==> src/rtl/uart_receive.sv <==
// 8N1 UART receiver: 2-flop synchronizer, mid-bit sampling, byte/valid pulse one cycle after stop sample.
// No backpressure: valid_out/framing_error_out are single-cycle pulses; a low stop bit parks in WAIT_HIGH.
module uart_receive #(
   parameter int CLK_HZ    = 100_000_000,
   parameter int BAUD_RATE = 9600
) (
   input  logic       clk_in,
   input  logic       rst_in,
   input  logic       rx_wire_in,
   output logic [7:0] data_byte_out,
   output logic       valid_out,
   output logic       framing_error_out,
   output logic       busy_out
);

   localparam int PERIOD = CLK_HZ / BAUD_RATE;
   localparam int HALF   = PERIOD / 2;
   localparam int CW     = (PERIOD > 1) ? $clog2(PERIOD) : 1;

   typedef enum logic [2:0] {IDLE, START, DATA, STOP, WAIT_HIGH} state_t;

   state_t        state, state_nxt;
   logic [CW-1:0] cnt, cnt_nxt;
   logic [2:0]    bit_idx, bit_nxt;
   logic [7:0]    shift, shift_nxt;
   logic [7:0]    data_nxt;
   logic          valid_nxt, ferr_nxt;
   logic          rx_meta, rx_s;

   always_ff @(posedge clk_in) begin
      if (!rst_in) begin
         rx_meta           <= 1'b1;
         rx_s              <= 1'b1;
         state             <= IDLE;
         cnt               <= '0;
         bit_idx           <= '0;
         shift             <= '0;
         data_byte_out     <= '0;
         valid_out         <= 1'b0;
         framing_error_out <= 1'b0;
      end else begin
         rx_meta           <= rx_wire_in;
         rx_s              <= rx_meta;
         state             <= state_nxt;
         cnt               <= cnt_nxt;
         bit_idx           <= bit_nxt;
         shift             <= shift_nxt;
         data_byte_out     <= data_nxt;
         valid_out         <= valid_nxt;
         framing_error_out <= ferr_nxt;
      end
   end

   always_comb begin
      state_nxt = state;
      cnt_nxt   = cnt + CW'(1);
      bit_nxt   = bit_idx;
      shift_nxt = shift;
      data_nxt  = data_byte_out;
      valid_nxt = 1'b0;
      ferr_nxt  = 1'b0;
      case (state)
         IDLE: begin
            cnt_nxt = '0;
            if (!rx_s) state_nxt = START;
         end
         START: begin
            if (cnt == CW'(HALF - 1)) begin
               cnt_nxt   = '0;
               bit_nxt   = '0;
               state_nxt = rx_s ? IDLE : DATA;
            end
         end
         DATA: begin
            if (cnt == CW'(PERIOD - 1)) begin
               cnt_nxt            = '0;
               shift_nxt[bit_idx] = rx_s;
               if (bit_idx == 3'd7) state_nxt = STOP;
               else                 bit_nxt   = bit_idx + 3'd1;
            end
         end
         STOP: begin
            if (cnt == CW'(PERIOD - 1)) begin
               cnt_nxt = '0;
               if (rx_s) begin
                  data_nxt  = shift;
                  valid_nxt = 1'b1;
                  state_nxt = IDLE;
               end else begin
                  ferr_nxt  = 1'b1;
                  state_nxt = WAIT_HIGH;
               end
            end
         end
         WAIT_HIGH: begin
            // a held-low break must see the line recover before the next start edge counts
            cnt_nxt = '0;
            if (rx_s) state_nxt = IDLE;
         end
         default: begin
            cnt_nxt   = '0;
            state_nxt = IDLE;
         end
      endcase
   end

   assign busy_out = (state != IDLE);

endmodule

==> config.mk <==
export PLATFORM = sky130hd
export DESIGN_NAME = uart_receive
export DESIGN_NICKNAME = d
export VERILOG_FILES = /design/src/rtl/uart_receive.sv
export SDC_FILE = /design/constraint.sdc
export NUM_CORES = 1
export LEC_CHECK = 0
export BUFFER_PORTS_ARGS = -buffer_cell sky130_fd_sc_hd__buf_2
export CORE_ASPECT_RATIO = 1.5
export CORE_MARGIN = 2
export CORE_UTILIZATION = 50
export DETAILED_ROUTE_END_ITERATION = 8
export PLACE_DENSITY_LB_ADDON = 0.3
export SLEW_MARGIN = 30
export SYNTH_ARGS = -nofsm -noshare
export SYNTH_HDL_FRONTEND = slang
export SYNTH_SLANG_ARGS = --single-unit
==> constraint.sdc <==
create_clock -name clk_in -period 2.8 [get_ports clk_in]
set_clock_uncertainty 0.15 [all_clocks]
set_input_delay 0.42 -clock clk_in [delete_from_list [all_inputs] [get_ports clk_in]]
set_output_delay 0.42 -clock clk_in [all_outputs]
set_load 0.02 [all_outputs]
# --- Word-level counts from Yosys, hierarchy flattened ---
# Index checks and enable logic that the tools add are counted.
totals:
  latchBits: 0
  ramBits: 0
  register_bits: 40
  mem_count: 0
  romBits: 0
  input_bits: 3
classes:
  order_cmp: 2
  multipliers: 0
  n_div: 0
  eq_ne: 14
  reduce_logical: 10
  n_mux: 21
  addsub: 2
  shifts: 0
  bitwise_logic: 0
op_table:
  columns: ["cell", "n"]
  rows:
  - ["2-to-1 mux 3 bit", 10]
  - ["2-to-1 mux 14 bit", 2]
  - ["one-hot mux 14 bit (2 select lines)", 1]
  - ["one-hot mux 3 bit (5 select lines)", 1]
  - ["adder 14 x 1 -> 14 bit, second input constant", 1]
  - ["equality test 14 x 13 -> 1 bit, second input constant", 1]
  - ["equality test 14 bit, second input constant", 1]
  - ["!= test 2 bit, second input constant", 7]
  - ["bitwise mux 8 bit", 1]
  - ["equality test 3 x 2 -> 1 bit, second input constant", 2]
  - ["equality test 3 bit, second input constant", 2]
  - ["one-hot mux 3 bit (2 select lines)", 1]
  - ["AND reduction 3 bit", 2]
  - ["AND reduction 6 bit", 1]
  - ["less-than comparator 3 x 4 -> 1 bit, second input constant", 1]
  - ["AND reduction 4 bit", 1]
  - ["adder 3 x 1 -> 3 bit, second input constant", 1]
  - ["demux 1 bit (select 3 bit)", 1]
  - ["equality test 3 x 1 -> 1 bit, second input constant", 1]
  - ["greater-or-equal comparator 3 x 1 -> 1 bit, second input constant", 1]
  - ["logical NOT 3 bit", 1]
  - ["2-to-1 mux 1 bit", 3]
  - ["nonzero test 3 bit", 1]
  - ["2-to-1 mux 2 bit", 1]
  - ["4 further kinds", 4]

# --- Depth between registers and ports, before layout ---
# Gate-level depths: netlist of the first run.
logic_depth:
  ltp_word: 5
  ltp_mapped: 7
  ltp_nobuf: 5

# --- Worst setup path after synthesis of the first run ---
# No wires, ideal clock.
synth_path:
  path_kind: "register -> register"
  startpoint: "register cnt[0]"
  endpoint: "register shift[2]"
  period_less_slack_ns: 1.836
  path_buffers: 1
  slack_ns: 0.964
  t_arrival_ns: 1.554
  stages_incl_launch_ff: 7
  path_cell_list: "dfxtp_1 > ha_1 > and4_1 > nand4_2 > buf_2 > o41ai_2 > a21oi_1"
synth_between:
  elab_chain_cells: 2
synth_lines:
  columns: ["element", "line_no", "source"]
  rows:
  - ["start, declared", "23", "logic [CW-1:0] cnt, cnt_nxt;"]
  - ["start signal, assigned", "45", "cnt <= cnt_nxt;"]
  - ["equality test 14 bit", "75", "if (cnt == CW'(PERIOD - 1)) begin"]
  - ["AND reduction 2 bit (no line)", null, null]
  - ["end signal, assigned", "47", "shift <= shift_nxt;"]
  - ["end, declared", "25", "logic [7:0] shift, shift_nxt;"]
# No other way between the ends.
# A chain may end at the register's enable or synchronous reset.

# --- Worst setup path in the final report of the first run ---
layout_path:
  startpoint: "register cnt[0]"
  endpoint: "register shift[7]"
# Same word-level chain as after synthesis.

==> results of run 1 <==
[cell families after synthesis]
| logic type | Yosys count | synth area share |
|---|---|---|
| buf+inv | 19 | 0.0454 |
| xor+xnor | 9 | 0.0403 |
| fa+ha+maj | 3 | 0.0192 |
| simple gates | 98 | 0.305 |
| mux | 4 | 0.0211 |
| flops | 40 | 0.409 |
| compound gates | 44 | 0.160 |
[how the worst min path moves through the flow]
| stage | startpoint | endpoint | slack, ps |
|---|---|---|---|
| after global placement | rx_meta | rx_s | 240 |
| after detailed placement | rx_meta | rx_s | 250 |
| final | rx_wire_in | rx_meta | 150 |
| after CTS | rx_wire_in | rx_meta | 150 |
| after global routing | rx_wire_in | rx_meta | 180 |
| after floorplan | rx_meta | rx_s | 240 |
[sequential cells by signal, indices dropped and copies added (netlist names)]
name               cells
framing_error_out      1
data_byte_out          8
bit_idx                3
shift                  8
rx_s                   1
cnt                   14
state                  3
valid_out              1
rx_meta                1
[layer usage]
| layer | global-route usage | vias up |
|---|---|---|
| met3 | 0.0502 | 7 |
| li1 | - | 806 |
| met1 | 0.213 | 753 |
| met5 | 0 | - |
| met4 | 0.0829 | 0 |
| met2 | 0.336 | 37 |
[placed cells by master (no fill, tap or decap), drive strengths merged, types with 8 or more instances in the layout]
cell / instances
dfxtp: 40
a21oi: 16
o21ai: 12
nor3: 21
xor2: 8
buf: 15
nand2: 11
nand3: 19
[metrics by stage]
step                      total power, mW  utilization  cell area (um^2)  cells  worst slack [ps]
final                               0.987        0.567              2110    267               398
after global routing                 1.02        0.567              2110    267               254
after CTS                           0.997        0.567              2110    267               401
after detailed placement            0.608        0.542              2010    259               432
after global placement              0.608        0.542              2010    259               480
after floorplan                     0.603            -              1960    217               964
[final cells by class]
cell class | count | area (um^2) | area share
sequential | 40 | 801 | 0.380
clock buffer | 6 | 82.6 | 0.0392
inverter | 3 | 11.3 | 0.00535
tap | 43 | 53.8 | 0.0255
timing repair buffer | 15 | 80.1 | 0.0380
multi-input combinational | 158 | 1070 | 0.507
clock inverter | 2 | 10.0 | 0.00475
[worst register-to-register path, delay by kind of cell (launching register included)]
family	cells	cell delay [ps]
AO/OA/AOI/OAI	1	140
adder cells (fa/ha/maj)	1	220
buffers and inverters	1	340
flip-flops	1	370
AND/OR/NAND/NOR	3	1110
[power by group through the flow]
stage	combinational, mW	sequential, mW	clock (mW)
after floorplan	0.0181	0.585	0
after global placement	0.0216	0.586	0
after detailed placement	0.0220	0.586	0
after CTS	0.0219	0.573	0.403
after global routing	0.0244	0.573	0.419
final	0.0218	0.573	0.392
==> results.json, run 1 <==
{
  "cp-startpoint": "cnt[0]",
  "async_flop_share": 0,
  "worstMarginPinSlew_ps": 645,
  "io_buffer_count": 13,
  "clkSinkCount": 40,
  "crit_chain": "ha_1 > and4_1 > nand4_2 > buf_4 > or3_1 > a21oi_1",
  "synth.avg_cell_area_um2": 9.02,
  "period_share": 0.858,
  "rsz0062_at_grt": "false",
  "yosys_warnings": 0,
  "crit_slowest_cell": "nand4_2",
  "power_frac_clock": 0.397,
  "fin_crit_ps": 2400,
  "switching_share": 0.217,
  "endpoint_kind": "register",
  "grt_first_pass_wirelength_um": 6300,
  "pin_count": 14,
  "critPathKind": "reg -> reg",
  "max_freq_ghz": 0.416,
  "die_w_um": 55.1,
  "core_area_mm2": 0.00372,
  "post-route-drc-count": 0,
  "nNetsFinal": 229,
  "area_delta_synth_final_pct": 7.61,
  "wl_met1_um": 1550,
  "synth_common_cells": "dfxtp_1, nor3_1, nand3_1, a21oi_1, o21ai_0",
  "numCtsBuffers": 5,
  "rr_worst_depth": 6,
  "final_antenna_net_count": 0,
  "synth_most_common_cell": "dfxtp_1",
  "synth_seq_area_share": 0.409,
  "antenna_found_initial": 0,
  "path_clk_slew_ps": 70,
  "top_layer_used": "met4",
  "p_per_area_mw_per_mm2": 469,
  "die_h_um": 80.6,
  "grt_usage": 0.194,
  "max_slew_margin": 0.570,
  "clockRootBuffer": "clkbuf_8",
  "start_util": 0.527,
  "rr_endpoint": "shift[7]",
  "crit_cells": 6,
  "worst_path_largest_cell_delay_ps": 450,
  "startpoint_type": "register",
  "crit_path_max_fanout": 18,
  "ys_seq_elements": 40,
  "wl_um": 3830,
  "syn_inst": 217,
  "synth_nets": 223,
  "power_frac_comb": 0.022,
  "insertion_delay_ps": 300,
  "synth_area_leaders": "dfxtp_1, nor3_1, nand3_1",
  "setup_tns_ps": 0,
  "dieArea_mm2": 0.00444,
  "p_leak_nw": 0.738,
  "cts_resized": 0,
  "place_congestion": 0.769,
  "drive_gt1_frac": 0.165,
  "max_cap_violations": 0,
  "wl_met2_um": 2060,
  "finalSetupViolCount": 0,
  "crit_end": "shift[7]",
  "synth_edf_count": 0,
  "synth_area_leader_cell": "dfxtp_1",
  "cp_num_buf_inv": 1,
  "via_per_inst": 6.00,
  "fillers": 359,
  "crit_arrival_ps": 2480,
  "vdd_drop_max_mv": 0.459,
  "cts-hold-fix-buffers": 0,
  "share_seq_of_total_power": 0.581,
  "clock_path_buffers": 2,
  "hold_path_class": "in -> reg",
  "post_cts_buffers": 0,
  "dp_hpwl_um": 2740,
  "internal-power_mw": 0.773,
  "synth_top_area_share": 0.409,
  "final_max_slew_viol_count": 0,
  "cts_tree": "built",
  "status": "finished, final reports clean",
  "num_vias": 1603,
  "grt_max_degree": 19,
  "hold_viol": 0,
  "drt_first_pass_iters": 4,
  "ys_types": 45,
  "route.met3.wl_um": 152,
  "insertedDiodeCount": 0,
  "gr-total-overflow": 0,
  "p_sw_mw": 0.214,
  "wire_per_inst_um": 14.3,
  "htreeDepth": 2,
  "ys.flop_type": "dfxtp_1",
  "cp_top_family": "simple AND/OR/NAND/NOR gates",
  "syn_area_mm2": 0.00196,
  "cp_data_required_time_ps": 2870,
  "min_path_cells": 2,
  "ff2ff_setup_slack_ps": 400,
  "reg2reg_from": "cnt[0]",
  "hold_slack_ps": 150,
  "grt_pass1_vias": 1402,
  "drtIter0Drc": 30,
  "row_count": 27
}
No activity file was read; power rests on OpenSTA's default activity.
==> inputs of run 2 (changes only) <==
--- a/config.mk
+++ b/config.mk
@@ -8,7 +8,7 @@
 export BUFFER_PORTS_ARGS = -buffer_cell sky130_fd_sc_hd__buf_2
 export CORE_ASPECT_RATIO = 1.5
 export CORE_MARGIN = 2
-export CORE_UTILIZATION = 50
+export CORE_UTILIZATION = 63
 export DETAILED_ROUTE_END_ITERATION = 8
 export PLACE_DENSITY_LB_ADDON = 0.3
 export SLEW_MARGIN = 30
==> results.json, run 2 (synthesis results as in run 1) <==
{
  "fin_crit_ps": 2150,
  "fillers": 252,
  "cp_data_required_time_ps": 2840,
  "nNetsFinal": 228,
  "insertion_delay_ps": 300,
  "io_buffer_count": 13,
  "numCtsBuffers": 5,
  "worstMarginPinSlew_ps": 585,
  "startpoint_type": "register",
  "clock_path_buffers": 2,
  "cts-hold-fix-buffers": 0,
  "top_usage_layer": "met2",
  "grt_first_pass_wirelength_um": 7100,
  "gr-total-overflow": 0,
  "reg.largest.list": "cnt: 14 flops, data_byte_out: 8 flops, shift: 8 flops",
  "fin_ws_ps": 653,
  "cts_resized": 0,
  "final_antenna_net_count": 0,
  "dieArea_mm2": 0.00358,
  "use_met1": 0.258,
  "worst_path_largest_cell_delay_ps": 480,
  "path_clk_slew_ps": 70,
  "crit_slowest_cell": "a22oi_4",
  "wire_per_inst_um": 15.6,
  "status": "finished, final reports clean",
  "vdd_drop_max_mv": 0.390,
  "hold_path_class": "in -> reg",
  "area_delta_synth_final_pct": 6.97,
  "fin_cells": 262,
  "grt_max_degree": 24,
  "final_common_cell": "dfxtp_1",
  "clkSinkCount": 40,
  "final_max_slew_viol_count": 0,
  "cts_tree": "built",
  "insertedDiodeCount": 0,
  "drtIter0Drc": 67,
  "via_per_inst": 6.27,
  "num_vias": 1644,
  "place_area_mm2": 0.00200,
  "rr_endpoint": "state[0]",
  "rsz0062_at_grt": "false",
  "grt_pass1_vias": 1639,
  "die_h_um": 72.3,
  "min_to": "rx_meta",
  "post-route-drc-count": 0,
  "die_w_um": 49.5,
  "hold_viol": 0,
  "hold_slack_ps": 156,
  "start_util": 0.665,
  "htreeDepth": 2,
  "setup_tns_ps": 0,
  "p_per_area_mw_per_mm2": 473,
  "crit_arrival_ps": 2180,
  "critPathKind": "reg -> reg",
  "max_cap_violations": 0,
  "hold_start": "rx_wire_in",
  "wl_um": 4090,
  "place_congestion": 0.867,
  "min_path_cells": 2,
  "ff2ff_setup_slack_ps": 650,
  "rr_worst_depth": 5,
  "dp_hpwl_um": 2920,
  "max_freq_ghz": 0.466,
  "crit_path_max_fanout": 15,
  "drt_first_pass_iters": 4,
  "grt_usage": 0.255,
  "drive_gt1_frac": 0.161,
  "antenna_found_initial": 0,
  "period_share": 0.767,
  "grt_util_met3": 0.0597,
  "crit_chain": "ha_1 > and4_1 > nand4_1 > a22oi_4 > mux2_1",
  "met2_usage": 0.470,
  "regMostFlops": "cnt",
  "endpoint_kind": "register",
  "max_slew_margin": 0.610,
  "largest_reg_flops": 14,
  "place_inst": 254,
  "row_count": 24,
  "clockRootBuffer": "clkbuf_8",
  "dp_slack_ps": 662,
  "finalSetupViolCount": 0,
  "p_leak_nw": 0.734,
  "post_cts_buffers": 0,
  "layout_common_cells": "dfxtp_1, nor3_1, nand3_1",
  "pin_count": 14,
  "reg2reg_from": "cnt[0]",
  "core_area_mm2": 0.00294,
  "design_area_mm2": 0.00209
}
[run 2: cell types whose count changed in the layout (fill, tap and decap cells not counted), sizes merged]
cell,before,now
buf,15,14
[run 2: final cells by class]
cell class / count / area, um^2 / share of cell area
clock inverter: 2 / 10.0 / 0.00478
timing repair buffer: 14 / 72.6 / 0.0347
sequential: 40 / 801 / 0.383
multi-input combinational: 158 / 1070 / 0.510
inverter: 3 / 11.3 / 0.00538
tap: 39 / 48.8 / 0.0233
clock buffer: 6 / 82.6 / 0.0395
[run 2: worst max path at each step]
stage	from	endpoint	slack, ps	depth (start not counted)
2_1_floorplan	cnt[0]	shift[2]	960	6
3_3_place_gp	cnt[0]	bit_idx[2]	760	5
3_5_place_dp	cnt[0]	state[0]	660	5
4_1_cts	cnt[0]	state[0]	640	5
5_1_grt	cnt[0]	bit_idx[1]	490	5
6_report	cnt[0]	state[0]	650	5
[run 2: worst max-delay path: cells and delay by family (launching register included)]
family	cells	cell delay, ps
AO/OA/AOI/OAI	1	480
AND/OR/NAND/NOR	2	430
flip-flops	1	370
multiplexers	1	360
adder cells (fa/ha/maj)	1	230
[run 2: metal layers]
metal  wire length, um  up-vias
met3               137       13
met5                 0        -
met1              1610      777
li1                  -      813
met4               109        0
met2              2230       41
[run 2: power by group]
group / internal [mW] / switching (mW)
logic: 0.00535 / 0.0154
clock network: 0.196 / 0.200
registers: 0.570 / 0.00285
total: 0.772 / 0.218
[run 2: per-stage QoR]
stage	power, mW	util
6_report	0.990	0.711
5_1_grt	1.02	0.711
4_1_cts	0.997	0.711
3_5_place_dp	0.607	0.680
3_3_place_gp	0.606	0.680
2_1_floorplan	0.603	-
==> inputs of run 3 (changes only) <==
--- a/config.mk
+++ b/config.mk
@@ -8,7 +8,7 @@
 export BUFFER_PORTS_ARGS = -buffer_cell sky130_fd_sc_hd__buf_2
 export CORE_ASPECT_RATIO = 1.5
 export CORE_MARGIN = 2
-export CORE_UTILIZATION = 63
+export CORE_UTILIZATION = 53
 export DETAILED_ROUTE_END_ITERATION = 8
 export PLACE_DENSITY_LB_ADDON = 0.3
 export SLEW_MARGIN = 30
==> constraint.sdc (replaced) <==
create_clock -name clk_in -period 1.9 [get_ports clk_in]
set_clock_uncertainty 0.15 [all_clocks]
set_input_delay 0.285 -clock clk_in [delete_from_list [all_inputs] [get_ports clk_in]]
set_output_delay 0.285 -clock clk_in [all_outputs]
set_load 0.02 [all_outputs]
==> results.json, run 3 (synthesis results as in run 1) <==
{
  "reg2reg_from": "cnt[0]",
  "hold_start": "rx_wire_in",
  "drive_gt1_frac": 0.251,
  "critPathKind": "reg -> reg",
  "vdd_drop_max_mv": 0.608,
  "largest_reg_flops": 14,
  "crit_chain": "ha_1 > and4_4 > buf_4 > and4b_2 > buf_4 > a21oi_1 > o21a_1",
  "dieArea_mm2": 0.00420,
  "cp_num_buf_inv": 2,
  "die_w_um": 53.6,
  "start_util": 0.541,
  "wire_per_inst_um": 14.0,
  "max_cap_violations": 0,
  "p_sw_mw": 0.320,
  "rr_worst_depth": 7,
  "p_leak_nw": 0.829,
  "hold_path_class": "in -> reg",
  "drt_first_pass_iters": 4,
  "via_per_inst": 5.76,
  "internal-power_mw": 1.14,
  "power_frac_comb": 0.028,
  "setup_tns_ps": 0,
  "hold_slack_ps": 26.3,
  "min_to": "rx_meta",
  "share_seq_of_total_power": 0.575,
  "core_area_mm2": 0.00361,
  "max_freq_ghz": 0.547,
  "ff2ff_setup_slack_ps": 70,
  "place_congestion": 0.811,
  "grt_max_degree": 21,
  "grt_first_pass_wirelength_um": 6910,
  "rr_endpoint": "state[1]",
  "finalSetupViolCount": 0,
  "startpoint_type": "register",
  "cp_top_family": "simple AND/OR/NAND/NOR gates",
  "p_per_area_mw_per_mm2": 637,
  "crit_path_max_fanout": 6,
  "wl_um": 3990,
  "reg.largest.list": "cnt: 14 flops, data_byte_out: 8 flops, shift: 8 flops",
  "grt_pass1_vias": 1608,
  "num_vias": 1648,
  "clock_path_buffers": 2,
  "post_cts_buffers": 0,
  "cts_tree": "built",
  "crit_slowest_cell": "dfxtp_2",
  "status": "finished, final reports clean",
  "switching_share": 0.219,
  "worstMarginPinSlew_ps": 365,
  "hold_viol": 0,
  "rsz0062_at_grt": "true",
  "cpMostUsedCell": "buf_4",
  "clkSinkCount": 40,
  "numCtsBuffers": 5,
  "final_antenna_net_count": 0,
  "drtIter0Drc": 28,
  "layout_common_cells": "dfxtp_1, nor3_1, buf_4",
  "final_common_cell": "dfxtp_1",
  "power_frac_clock": 0.397,
  "final_max_slew_viol_count": 0,
  "row_count": 27,
  "antenna_found_initial": 0,
  "path_clk_slew_ps": 80,
  "grt_usage": 0.222,
  "max_slew_margin": 0.757,
  "regMostFlops": "cnt",
  "clockRootBuffer": "clkbuf_8",
  "htreeDepth": 2,
  "worst_path_largest_cell_delay_ps": 350,
  "endpoint_kind": "register",
  "insertedDiodeCount": 0,
  "dp_hpwl_um": 2930,
  "insertion_delay_ps": 290,
  "pin_count": 14,
  "crit_arrival_ps": 1870,
  "period_share": 0.961,
  "cp_data_required_time_ps": 1940,
  "nNetsFinal": 248,
  "post-route-drc-count": 0,
  "io_buffer_count": 13,
  "min_path_cells": 2,
  "fin_crit_ps": 1830,
  "die_h_um": 78.4,
  "area_delta_synth_final_pct": 17.6,
  "gr-total-overflow": 0
}
-- run 3: worst reg2reg max path, delay by kind of cell (launching register included) --
kind | cells | cell delay [ps]
and+or+nand+nor | 2 | 520
DFF | 1 | 350
AOI/OAI and AO/OA | 2 | 250
adders and majority gates | 1 | 170
buffers and inverters | 2 | 290
-- run 3: how the worst max path moves through the flow --
stage | slack [ps] | startpoint | cells past startpoint | end
6_report | 70 | cnt[0] | 7 | state[1]
5_1_grt | 2 | cnt[0] | 7 | cnt[7]
4_1_cts | 20 | cnt[0] | 6 | shift[2]
3_5_place_dp | 30 | cnt[0] | 6 | shift[2]
3_3_place_gp | 110 | cnt[0] | 7 | bit_idx[0]
2_1_floorplan | 60 | cnt[0] | 6 | shift[2]
-- run 3: timing repair --
action / in CTS / in global routing
gates resized for setup: 0 / 9
hold buffers: 0 / 0
endpoints found under the setup margin: 0 / 22
-- run 3: per-stage QoR --
step | cells | area (um^2) | power [mW] | setup WS [ps] | utilization
after detailed placement | 278 | 2170 | 0.904 | 26.0 | 0.600
after global placement | 278 | 2170 | 0.903 | 113 | 0.600
final | 286 | 2300 | 1.46 | 73.3 | 0.637
after CTS | 286 | 2260 | 1.48 | 18.9 | 0.625
after global routing | 286 | 2300 | 1.53 | 1.60 | 0.637
after floorplan | 217 | 1960 | 0.888 | 63.9 | -
-- run 3: area by class of cell --
cell class	count	area [um^2]
fill	315	1310
multi-input combinational	158	1100
sequential	40	803
timing repair buffer	34	235
clock buffer	6	82.6
tap	43	53.8
inverter	3	11.3
clock inverter	2	10.0
-- run 3: metal layers --
metal / track usage / vias up / part of all wire
met5: 0 / - / 0
met4: 0.103 / 0 / 0.021
met3: 0.0722 / 8 / 0.035
met2: 0.400 / 25 / 0.55
met1: 0.215 / 770 / 0.39
li1: - / 845 / -
-- run 3: power by group through the flow --
stage	logic (mW)	clock network, mW	registers, mW
6_report	0.0409	0.581	0.843
3_5_place_dp	0.0411	0	0.862
5_1_grt	0.0459	0.638	0.843
3_3_place_gp	0.0408	0	0.862
4_1_cts	0.0412	0.597	0.843
2_1_floorplan	0.0267	0	0.862
